<file path="src/rtl/console_writer_if.sv">
// Byte-stream input handshake plus text-buffer write port and display/cursor status.
interface console_writer_if;
    logic       in_valid;
    logic [7:0] in_data;
    logic       in_ready;
    logic       wr_en;
    logic [7:0] wr_x;
    logic [7:0] wr_y;
    logic [7:0] wr_glyph;
    logic [7:0] top_row;
    logic [7:0] cursor_x;
    logic [7:0] cursor_y;

    modport master (
        output in_valid, in_data,
        input  in_ready, wr_en, wr_x, wr_y, wr_glyph, top_row, cursor_x, cursor_y
    );

    modport slave (
        input  in_valid, in_data,
        output in_ready, wr_en, wr_x, wr_y, wr_glyph, top_row, cursor_x, cursor_y
    );
endinterface

</file>
<file path="src/rtl/console_writer.sv">
// Terminal-style writer for the 80x30 console buffer: decodes bytes, moves the cursor,
// and scrolls by rotating top_row and blanking only the newly exposed bottom line.
module console_writer #(
    parameter int unsigned COLS  = 80,
    parameter int unsigned ROWS  = 30,
    parameter logic [7:0]  BLANK = 8'h20
) (
    input  logic             clk,
    input  logic             reset,
    console_writer_if.slave  bus
);
    localparam int unsigned XW    = 7;
    localparam int unsigned YW    = 5;
    localparam int unsigned CW    = 12;
    localparam int unsigned CELLS = COLS * ROWS;

    typedef enum logic [1:0] {
        CLEAR_ALL,
        IDLE,
        CLEAR_LINE
    } state_t;

    state_t          state;
    logic            rdy;
    logic            wr_en;
    logic [7:0]      wr_x;
    logic [7:0]      wr_y;
    logic [7:0]      wr_glyph;
    logic [XW-1:0]   cur_x;
    logic [YW-1:0]   cur_y;
    logic [YW-1:0]   top;
    logic [YW-1:0]   clr_row;
    logic [XW-1:0]   clr_x;
    logic [YW-1:0]   clr_y;
    logic [CW-1:0]   cnt;

    logic            accept_c;
    logic            printable_c;
    logic            newline_c;
    logic [YW-1:0]   cur_phys_c;

    // Logical row to physical row through the circular top_row offset.
    function automatic logic [YW-1:0] phys(input logic [YW-1:0] t, input logic [YW-1:0] y);
        logic [5:0] s;
        s = 6'(t) + 6'(y);
        if (s >= 6'(ROWS))
            s = s - 6'(ROWS);
        return s[YW-1:0];
    endfunction

    assign accept_c    = bus.in_valid && rdy;
    assign printable_c = (bus.in_data >= 8'h20);
    assign cur_phys_c  = phys(top, cur_y);
    assign newline_c   = accept_c &&
                         ((bus.in_data == 8'h0A) ||
                          (printable_c && (cur_x == XW'(COLS - 1))));

    always_ff @(posedge clk) begin
        if (reset) begin
            state    <= CLEAR_ALL;
            rdy      <= 1'b0;
            wr_en    <= 1'b0;
            wr_x     <= 8'd0;
            wr_y     <= 8'd0;
            wr_glyph <= BLANK;
            cur_x    <= '0;
            cur_y    <= '0;
            top      <= '0;
            clr_row  <= '0;
            clr_x    <= '0;
            clr_y    <= '0;
            cnt      <= '0;
        end else begin
            wr_en <= 1'b0;
            case (state)
                CLEAR_ALL: begin
                    wr_en    <= 1'b1;
                    wr_x     <= 8'(clr_x);
                    wr_y     <= 8'(clr_y);
                    wr_glyph <= BLANK;
                    if (cnt == CW'(CELLS - 1)) begin
                        state <= IDLE;
                        rdy   <= 1'b1;
                        cnt   <= '0;
                        clr_x <= '0;
                        clr_y <= '0;
                    end else begin
                        cnt <= cnt + CW'(1);
                        if (clr_x == XW'(COLS - 1)) begin
                            clr_x <= '0;
                            clr_y <= clr_y + YW'(1);
                        end else begin
                            clr_x <= clr_x + XW'(1);
                        end
                    end
                end

                CLEAR_LINE: begin
                    wr_en    <= 1'b1;
                    wr_x     <= 8'(clr_x);
                    wr_y     <= 8'(clr_row);
                    wr_glyph <= BLANK;
                    if (clr_x == XW'(COLS - 1)) begin
                        clr_x <= '0;
                        top   <= (top == YW'(ROWS - 1)) ? '0 : top + YW'(1);
                        state <= IDLE;
                        rdy   <= 1'b1;
                    end else begin
                        clr_x <= clr_x + XW'(1);
                    end
                end

                IDLE: begin
                    if (accept_c) begin
                        if (bus.in_data == 8'h0D || bus.in_data == 8'h0A) begin
                            cur_x <= '0;
                        end else if (bus.in_data == 8'h08) begin
                            if (cur_x != '0) begin
                                cur_x    <= cur_x - XW'(1);
                                wr_en    <= 1'b1;
                                wr_x     <= 8'(cur_x - XW'(1));
                                wr_y     <= 8'(cur_phys_c);
                                wr_glyph <= BLANK;
                            end
                        end else if (bus.in_data == 8'h0C) begin
                            // Cell 0 is issued right away so the clear lines up with acceptance.
                            top      <= '0;
                            cur_x    <= '0;
                            cur_y    <= '0;
                            state    <= CLEAR_ALL;
                            rdy      <= 1'b0;
                            wr_en    <= 1'b1;
                            wr_x     <= 8'd0;
                            wr_y     <= 8'd0;
                            wr_glyph <= BLANK;
                            cnt      <= CW'(1);
                            clr_x    <= XW'(1);
                            clr_y    <= '0;
                        end else if (printable_c) begin
                            wr_en    <= 1'b1;
                            wr_x     <= 8'(cur_x);
                            wr_y     <= 8'(cur_phys_c);
                            wr_glyph <= bus.in_data;
                            if (cur_x == XW'(COLS - 1))
                                cur_x <= '0;
                            else
                                cur_x <= cur_x + XW'(1);
                        end

                        // At the bottom, scroll instead of descending.
                        if (newline_c) begin
                            if (cur_y < YW'(ROWS - 1)) begin
                                cur_y <= cur_y + YW'(1);
                            end else begin
                                clr_row <= top;
                                clr_x   <= '0;
                                state   <= CLEAR_LINE;
                                rdy     <= 1'b0;
                            end
                        end
                    end
                end

                default: begin
                    state <= CLEAR_ALL;
                    rdy   <= 1'b0;
                    cnt   <= '0;
                    clr_x <= '0;
                    clr_y <= '0;
                end
            endcase
        end
    end

    assign bus.in_ready = rdy;
    assign bus.wr_en    = wr_en;
    assign bus.wr_x     = wr_x;
    assign bus.wr_y     = wr_y;
    assign bus.wr_glyph = wr_glyph;
    assign bus.top_row  = 8'(top);
    assign bus.cursor_x = 8'(cur_x);
    assign bus.cursor_y = 8'(cur_y);
endmodule

</file>
<file path="src/flat_wrapper.sv">
// flat-port wrapper written by rule: the top's interface ports become plain ports
module console_writer_flat 
#(
    parameter int unsigned COLS  = 80,
    parameter int unsigned ROWS  = 30,
    parameter logic [7:0]  BLANK = 8'h20
)
  (clk, reset, bus_in_valid, bus_in_data, bus_in_ready, bus_wr_en, bus_wr_x, bus_wr_y, bus_wr_glyph, bus_top_row, bus_cursor_x, bus_cursor_y);
  console_writer_if bus_i ();
  input  logic clk;
  input  logic reset;
  input wire logic [$bits(bus_i.in_valid)-1:0] bus_in_valid;
  input wire logic [$bits(bus_i.in_data)-1:0] bus_in_data;
  output wire logic [$bits(bus_i.in_ready)-1:0] bus_in_ready;
  output wire logic [$bits(bus_i.wr_en)-1:0] bus_wr_en;
  output wire logic [$bits(bus_i.wr_x)-1:0] bus_wr_x;
  output wire logic [$bits(bus_i.wr_y)-1:0] bus_wr_y;
  output wire logic [$bits(bus_i.wr_glyph)-1:0] bus_wr_glyph;
  output wire logic [$bits(bus_i.top_row)-1:0] bus_top_row;
  output wire logic [$bits(bus_i.cursor_x)-1:0] bus_cursor_x;
  output wire logic [$bits(bus_i.cursor_y)-1:0] bus_cursor_y;
  assign bus_i.in_valid = bus_in_valid;
  assign bus_i.in_data = bus_in_data;
  assign bus_in_ready = bus_i.in_ready;
  assign bus_wr_en = bus_i.wr_en;
  assign bus_wr_x = bus_i.wr_x;
  assign bus_wr_y = bus_i.wr_y;
  assign bus_wr_glyph = bus_i.wr_glyph;
  assign bus_top_row = bus_i.top_row;
  assign bus_cursor_x = bus_i.cursor_x;
  assign bus_cursor_y = bus_i.cursor_y;
  console_writer #(.COLS(COLS), .ROWS(ROWS), .BLANK(BLANK)) u_core (.clk(clk), .reset(reset), .bus(bus_i));
endmodule
</file>
<file path="config.mk">
export PLATFORM = sky130hd
export DESIGN_NAME = console_writer_flat
export DESIGN_NICKNAME = d
export VERILOG_FILES = /design/src/rtl/console_writer_if.sv /design/src/rtl/console_writer.sv /design/src/flat_wrapper.sv
export SDC_FILE = /design/constraint.sdc
export NUM_CORES = 1
export LEC_CHECK = 0
export BUFFER_PORTS_ARGS = -buffer_cell sky130_fd_sc_hd__buf_2
export CORE_MARGIN = 2
export CORE_UTILIZATION = 47
export CTS_BUF_LIST = sky130_fd_sc_hd__clkbuf_16
export DETAILED_ROUTE_END_ITERATION = 16
export GPL_ROUTABILITY_DRIVEN = 0
export PLACE_DENSITY_LB_ADDON = 0.08
export SLEW_MARGIN = 20
export SYNTH_ARGS = -nofsm -noshare
export SYNTH_HDL_FRONTEND = slang
export SYNTH_SLANG_ARGS = --single-unit
export TNS_END_PERCENT = 20
</file>
<file path="constraint.sdc">
create_clock -name clk -period 3.6 [get_ports clk]
set_clock_uncertainty 0.15 [all_clocks]
set_input_delay 0.18 -clock clk [delete_from_list [all_inputs] [get_ports clk]]
set_output_delay 0.18 -clock clk [all_outputs]
set_load 0.02 [all_outputs]
</file>
==> reports/qor.txt, run 1 <==
Synth unique cells: 68
IO Pins: 61
R2R cell count: 9
DP HPWL: 8360 um
Die Y-Extent: 99.9 um
Critical Path RT: 3.70 ns
Ys async rst share: 0
Starting Density: 0.491
Area contributors post-synth: dfxtp_1 33%, ha_1 5.8%, nand2_1 5.6%
Die Span X: 99.9 um
GR Util All Layers: 0.246
Core area: 0.00881 mm^2
CP Capture Type: register
Avg Cell Area, Syn: 7.93 um^2
Synthesized area: 0.00432 mm^2
Critical path class: reg2reg
Synth top area share: 0.329
Initial DRC Count: 251
Tmin final: 2.85 ns
DRC Markers: 0
TritonCTS buffer count: 9
Flops & latches, synth: 71
ANT nets after route: 0
Antenna violations before repair: 0
Most frequent cells after synthesis: 71 x dfxtp_1, 65 x nand2_1, 63 x nor2_1
Final setup TNS: 0 ns
H-tree depth: 3
Die area: 0.00998 mm^2
Largest net degree at the start of global routing: 51
Hold Crit Depth: 3
Critical Path Fanout Max: 7
Port bufs: 50
Largest area contributor in the netlist: dfxtp_1
Total number of vias: 4,233
Syn. warnings: 0
Fillers: 812
Postcts setup bufs: 0
PD cells: 371 mW/mm^2
Least-Margin Pin Slew: 0.762 ns
Resize count post-CTS: 0
Slew HR: 0.490
Area delta synth->final: 15.3%
Hold WC Path Type: in2reg
Global-route wire length before repair: 19,900 um
Lkg Pwr: 0.00197 uW
FP Rows: 34
RSZ-0062 raised after global routing: false
Routed Wire Length: 12,000 um
Clock sink count: 71
1st-pass router iterations: 5
EDFF count, synth: 0
CP arrival: 2.95 ns
Total global routing overflow: 0
Clock root buffer: clkbuf_16
CP startpoint kind: register
Fmax: 350 MHz
Outcome: complete, no violations
Final worst path period share: 0.793
Post-Synthesis Cells: 545
WL/cell: 17.0 um
Number of global-route vias before repair: 3,849
VDD IR max: 0.000273 V
Post-synthesis sequential area ratio: 0.329
Top_reg_cell synth: dfxtp_1
Vias/cell: 6.01
Fin util: 0.566
Setup violators final: 0
Slew Limit Fails: 0
Final hold viol count: 0
MaxCap Viol Count: 0
Nets: 623
Antenna Cells: 0
CTS tree: yes
Worst-skew pair later-pin latency: 0.34 ns
Clock transition at path regs: 0.06 ns
Share of cells above drive strength 1: 0.151
Maximum clock path buffer count: 2
Top-count cell post-synth: dfxtp_1
==> path summary, 6_finish.rpt <==
check	startpoint	endpoint	slack (ns)
max	u_core.top[0]$_SDFFE_PP0P_	u_core.bus.wr_y[2]$_SDFFE_PP0P_	0.75
min	bus_in_data[4]	u_core.bus.wr_glyph[4]$_SDFFE_PP0P_	0.007
max reg2reg	u_core.top[0]$_SDFFE_PP0P_	u_core.bus.wr_y[2]$_SDFFE_PP0P_	0.75
min reg2reg	u_core.bus.wr_glyph[1]$_SDFFE_PP0P_	u_core.bus.wr_glyph[1]$_SDFFE_PP0P_	0.30
==> layer usage <==
metal  global-route usage  part of all wire  wire length, um
met1                0.333              0.46             5520
met2                0.401              0.47             5670
met3               0.0418             0.050              602
met4               0.0780             0.014              166
met5                    0                 0                0
==> worst max-delay path, cell delays in order, from the launching register on <==
cell	delay, ns
dfxtp_1	0.47
ha_1	0.24
inv_1	0.06
fa_1	0.39
nand2b_1	0.17
a21oi_1	0.19
xnor2_1	0.22
nor3_1	0.15
or4b_1	0.48
a311oi_1	0.25
==> state kept, by name (all words and copies together) (netlist names) <==
register	cells
u_core.bus.wr_glyph	8
u_core.clr_row	5
u_core.clr_y	5
u_core.cur_y	5
u_core.bus.wr_x	8
u_core.cnt	12
u_core.clr_x	7
u_core.state	2
u_core.bus.wr_y	5
u_core.bus.in_ready	1
u_core.top	5
u_core.bus.wr_en	1
u_core.cur_x	7
==> through the flow <==
| step | area (um^2) | instances | hold slack (ns) | worst slack (ns) | power [uW] |
|---|---|---|---|---|---|
| after floorplan | 4360 | 554 | 0.182 | 0.876 | 875 |
| after global placement | 4620 | 684 | 0.287 | 0.933 | 889 |
| after detailed placement | 4620 | 684 | 0.291 | 0.840 | 891 |
| after CTS | 4990 | 704 | 0.00966 | 0.745 | 1860 |
| after global routing | 4990 | 704 | 0.0433 | 0.525 | 1900 |
| final | 4990 | 704 | 0.00715 | 0.746 | 1850 |
==> repair_timing <==
| action | in CTS | in global routing |
|---|---|---|
| endpoints found under the setup margin | 0 | 0 |
| hold buffers | 4 | 0 |
| endpoints found under the hold margin | 4 | 0 |
==> area by class of cell <==
cell class,instances,area (um^2),share of cell area
clock buffers,9,225,0.0452
clock inverters,7,96.3,0.0193
inverters,19,71.3,0.0143
multi-input cells,427,2680,0.537
flip-flops and latches,71,1420,0.285
well taps,108,135,0.0271
repair buffers,63,358,0.0718
==> power by group <==
part	internal (uW)	leakage (uW)	switching [uW]
Combinational	23.5	0.00124	53.3
Sequential	794	0.000574	8.04
Clock	608	0.000153	365
Total	1420	0.00197	426
==> cells in the final DEF (no fill, tap or decap), types with 7 or more instances in the layout <==
| cell | n |
|---|---|
| buf_2 | 50 |
| clkbuf_16 | 9 |
| nor3_1 | 11 |
| and3_1 | 7 |
| nand3_1 | 28 |
| nand2_1 | 65 |
| ha_1 | 20 |
| conb_1 | 10 |
| o21ai_0 | 26 |
| dfxtp_1 | 71 |
| a21oi_1 | 44 |
| o211ai_1 | 14 |
| buf_4 | 9 |
| xor2_1 | 9 |
| nor2_1 | 63 |
| xnor2_1 | 9 |
| or3_1 | 7 |
| inv_1 | 20 |
| nand4_1 | 10 |
==> logic make-up (layout without fill, tap and decap cells) <==
logic type | after synthesis | count (layout) | synth area share
xor+xnor | 18 | 18 | 0.0365
buf+inv | 56 | 98 | 0.0593
flops | 71 | 71 | 0.329
simple gates | 220 | 220 | 0.251
mux | 7 | 7 | 0.0165
compound gates | 151 | 151 | 0.245
other cells | 1 | 10 | 0.000867
fa+ha+maj | 21 | 21 | 0.0625
Power figures use the tool's default switching activity.
==> inputs of run 2 (changes only) <==
==> constraint.sdc (replaced) <==
create_clock -name clk -period 2.9 [get_ports clk]
set_clock_uncertainty 0.15 [all_clocks]
set_input_delay 0.145 -clock clk [delete_from_list [all_inputs] [get_ports clk]]
set_output_delay 0.145 -clock clk [all_outputs]
set_load 0.02 [all_outputs]
==> reports/qor.txt, run 2 (synthesized netlist as in run 1, its figures left out) <==
Outcome: complete, no violations
Final worst path period share: 0.951
VDD IR max: 0.000299 V
CP max-delay cell: nor3_1
TritonCTS buffer count: 9
Setup violators final: 0
Cells along the critical path: dlygate4sd3_1 > buf_2 > nor3_1 > a41oi_1 > nor2_1 > nand4_1 > or3_1 > a21oi_1
Slowest Stage Delay on Critical Path: 0.58 ns
Die area: 0.00998 mm^2
Least-Margin Pin Slew: 0.743 ns
Global-route wire length before repair: 20,100 um
Commonest non-fill, non-tap cell in the layout: dfxtp_1
Antenna Cells: 0
Critical path class: in2reg
Total number of vias: 4,281
Number of global-route vias before repair: 4,138
Critical Path RT: 3.01 ns
Setup WS post-layout: 0.143 ns
Die Y-Extent: 99.9 um
Antenna violations before repair: 0
Postcts setup bufs: 0
Biggest regs: u_core.cnt x12, u_core.bus.wr_glyph x8, u_core.bus.wr_x x8
Nets: 639
Tmin final: 2.76 ns
Final hold viol count: 0
PD cells: 428 mW/mm^2
FF-to-FF Start: u_core.cur_y[1]$_SDFFE_PP0P_
Hold WC Path Type: in2reg
Most flops, register: u_core.cnt
CP arrival: 2.87 ns
Metal2 WL: 5590 um
CP Capture Type: register
Total global routing overflow: 0
RSZ-0062 raised after global routing: false
Slew Limit Fails: 0
IO Pins: 61
WL/cell: 16.8 um
Final hold slack: 0.0956 ns
Slew HR: 0.498
Final setup TNS: 0 ns
Largest net degree at the start of global routing: 37
Share of cells above drive strength 1: 0.170
Hold Startpoint: reset
Core area: 0.00881 mm^2
Clock transition at path regs: 0.07 ns
CP startpoint kind: input pin
MaxCap Viol Count: 0
Most frequent cells in the layout: 71 x dfxtp_1, 65 x nand2_1, 63 x nor2_1
Area delta synth->final: 17.6%
DR top layer: met4
Routed Wire Length: 12,100 um
Worst-skew pair later-pin latency: 0.34 ns
Port bufs: 50
Lkg Pwr: 0.00203 uW
Met1 wire length: 5560 um
Vias/cell: 5.95
Critical Path Fanout Max: 5
Max reg flops: 12
WL met3: 735 um
Crit path launch: bus_in_data[5]
Die Span X: 99.9 um
ANT nets after route: 0
DP HPWL: 8650 um
Total Power: 2170 uW
Fmax: 363 MHz
Dpl ws: 0.313 ns
Starting Density: 0.491
Initial DRC Count: 274
CTS tree: yes
DRC Markers: 0
Clock sink count: 71
FP Rows: 34
1st-pass router iterations: 5
Clock root buffer: clkbuf_16
Maximum clock path buffer count: 2
GR Util All Layers: 0.249
H-tree depth: 3
## run 2: cell types whose count changed in the layout (fill, tap and decap cells not counted)
cell / before / now
dlygate4sd3_1: 4 / 7
inv_8: 0 / 2
clkinvlp_4: 2 / 1
clkinv_4: 1 / 2
inv_6: 1 / 2
inv_1: 20 / 19
bufinv_16: 2 / 0
buf_4: 9 / 22
## run 2: worst max-delay path, delay by kind of cell
| family | cells | cell delay (ns) |
|---|---|---|
| AND/OR/NAND/NOR | 4 | 1.57 |
| AO/OA/AOI/OAI | 2 | 0.49 |
| buffers and inverters | 2 | 0.66 |
## run 2: final cells by class
cell class / count / area (um^2)
Inverter: 19 / 71.3
Sequential cell: 71 / 1420
Clock buffer: 9 / 225
Timing Repair Buffer: 79 / 485
Tap cell: 108 / 135
Fill cell: 833 / 3720
Multi-Input combinational cell: 427 / 2680
Clock inverter: 7 / 65.1
## run 2: metrics by stage
| step | instance area (um^2) | utilization | std cells |
|---|---|---|---|
| final | 5080 | 0.577 | 720 |
| after CTS | 5080 | 0.577 | 720 |
| after global placement | 4720 | 0.536 | 697 |
| after global routing | 5080 | 0.577 | 720 |
| after floorplan | 4360 | - | 554 |
| after detailed placement | 4720 | 0.536 | 697 |
## run 2: where the power goes
part           internal, uW  switching [uW]
clock network           600             480
registers               985            10.1
logic                  31.3            67.5
## run 2: per-layer routing
| layer | vias up | track usage |
|---|---|---|
| met4 | 0 | 0.0938 |
| met5 | - | 0 |
| met3 | 18 | 0.0481 |
| li1 | 2109 | - |
| met2 | 162 | 0.398 |
| met1 | 1992 | 0.333 |
## run 2: repair_timing
item / CTS / global route
endpoints found under the hold margin: 7 / 0
hold buffers: 7 / 0
resized for setup: 0 / 0
endpoints found under the setup margin: 0 / 0
## run 2: final timing paths
check	end	slack [ns]	cells past startpoint
worst max-delay path	u_core.cnt[9]$_SDFFE_PP0P_	0.14	8
worst max register to register	u_core.bus.wr_y[2]$_SDFFE_PP0P_	0.29	8
worst min-delay path	u_core.cur_x[1]$_SDFFE_PP0P_	0.1	2
worst min register to register	u_core.bus.wr_x[2]$_SDFFE_PP0P_	0.30	2
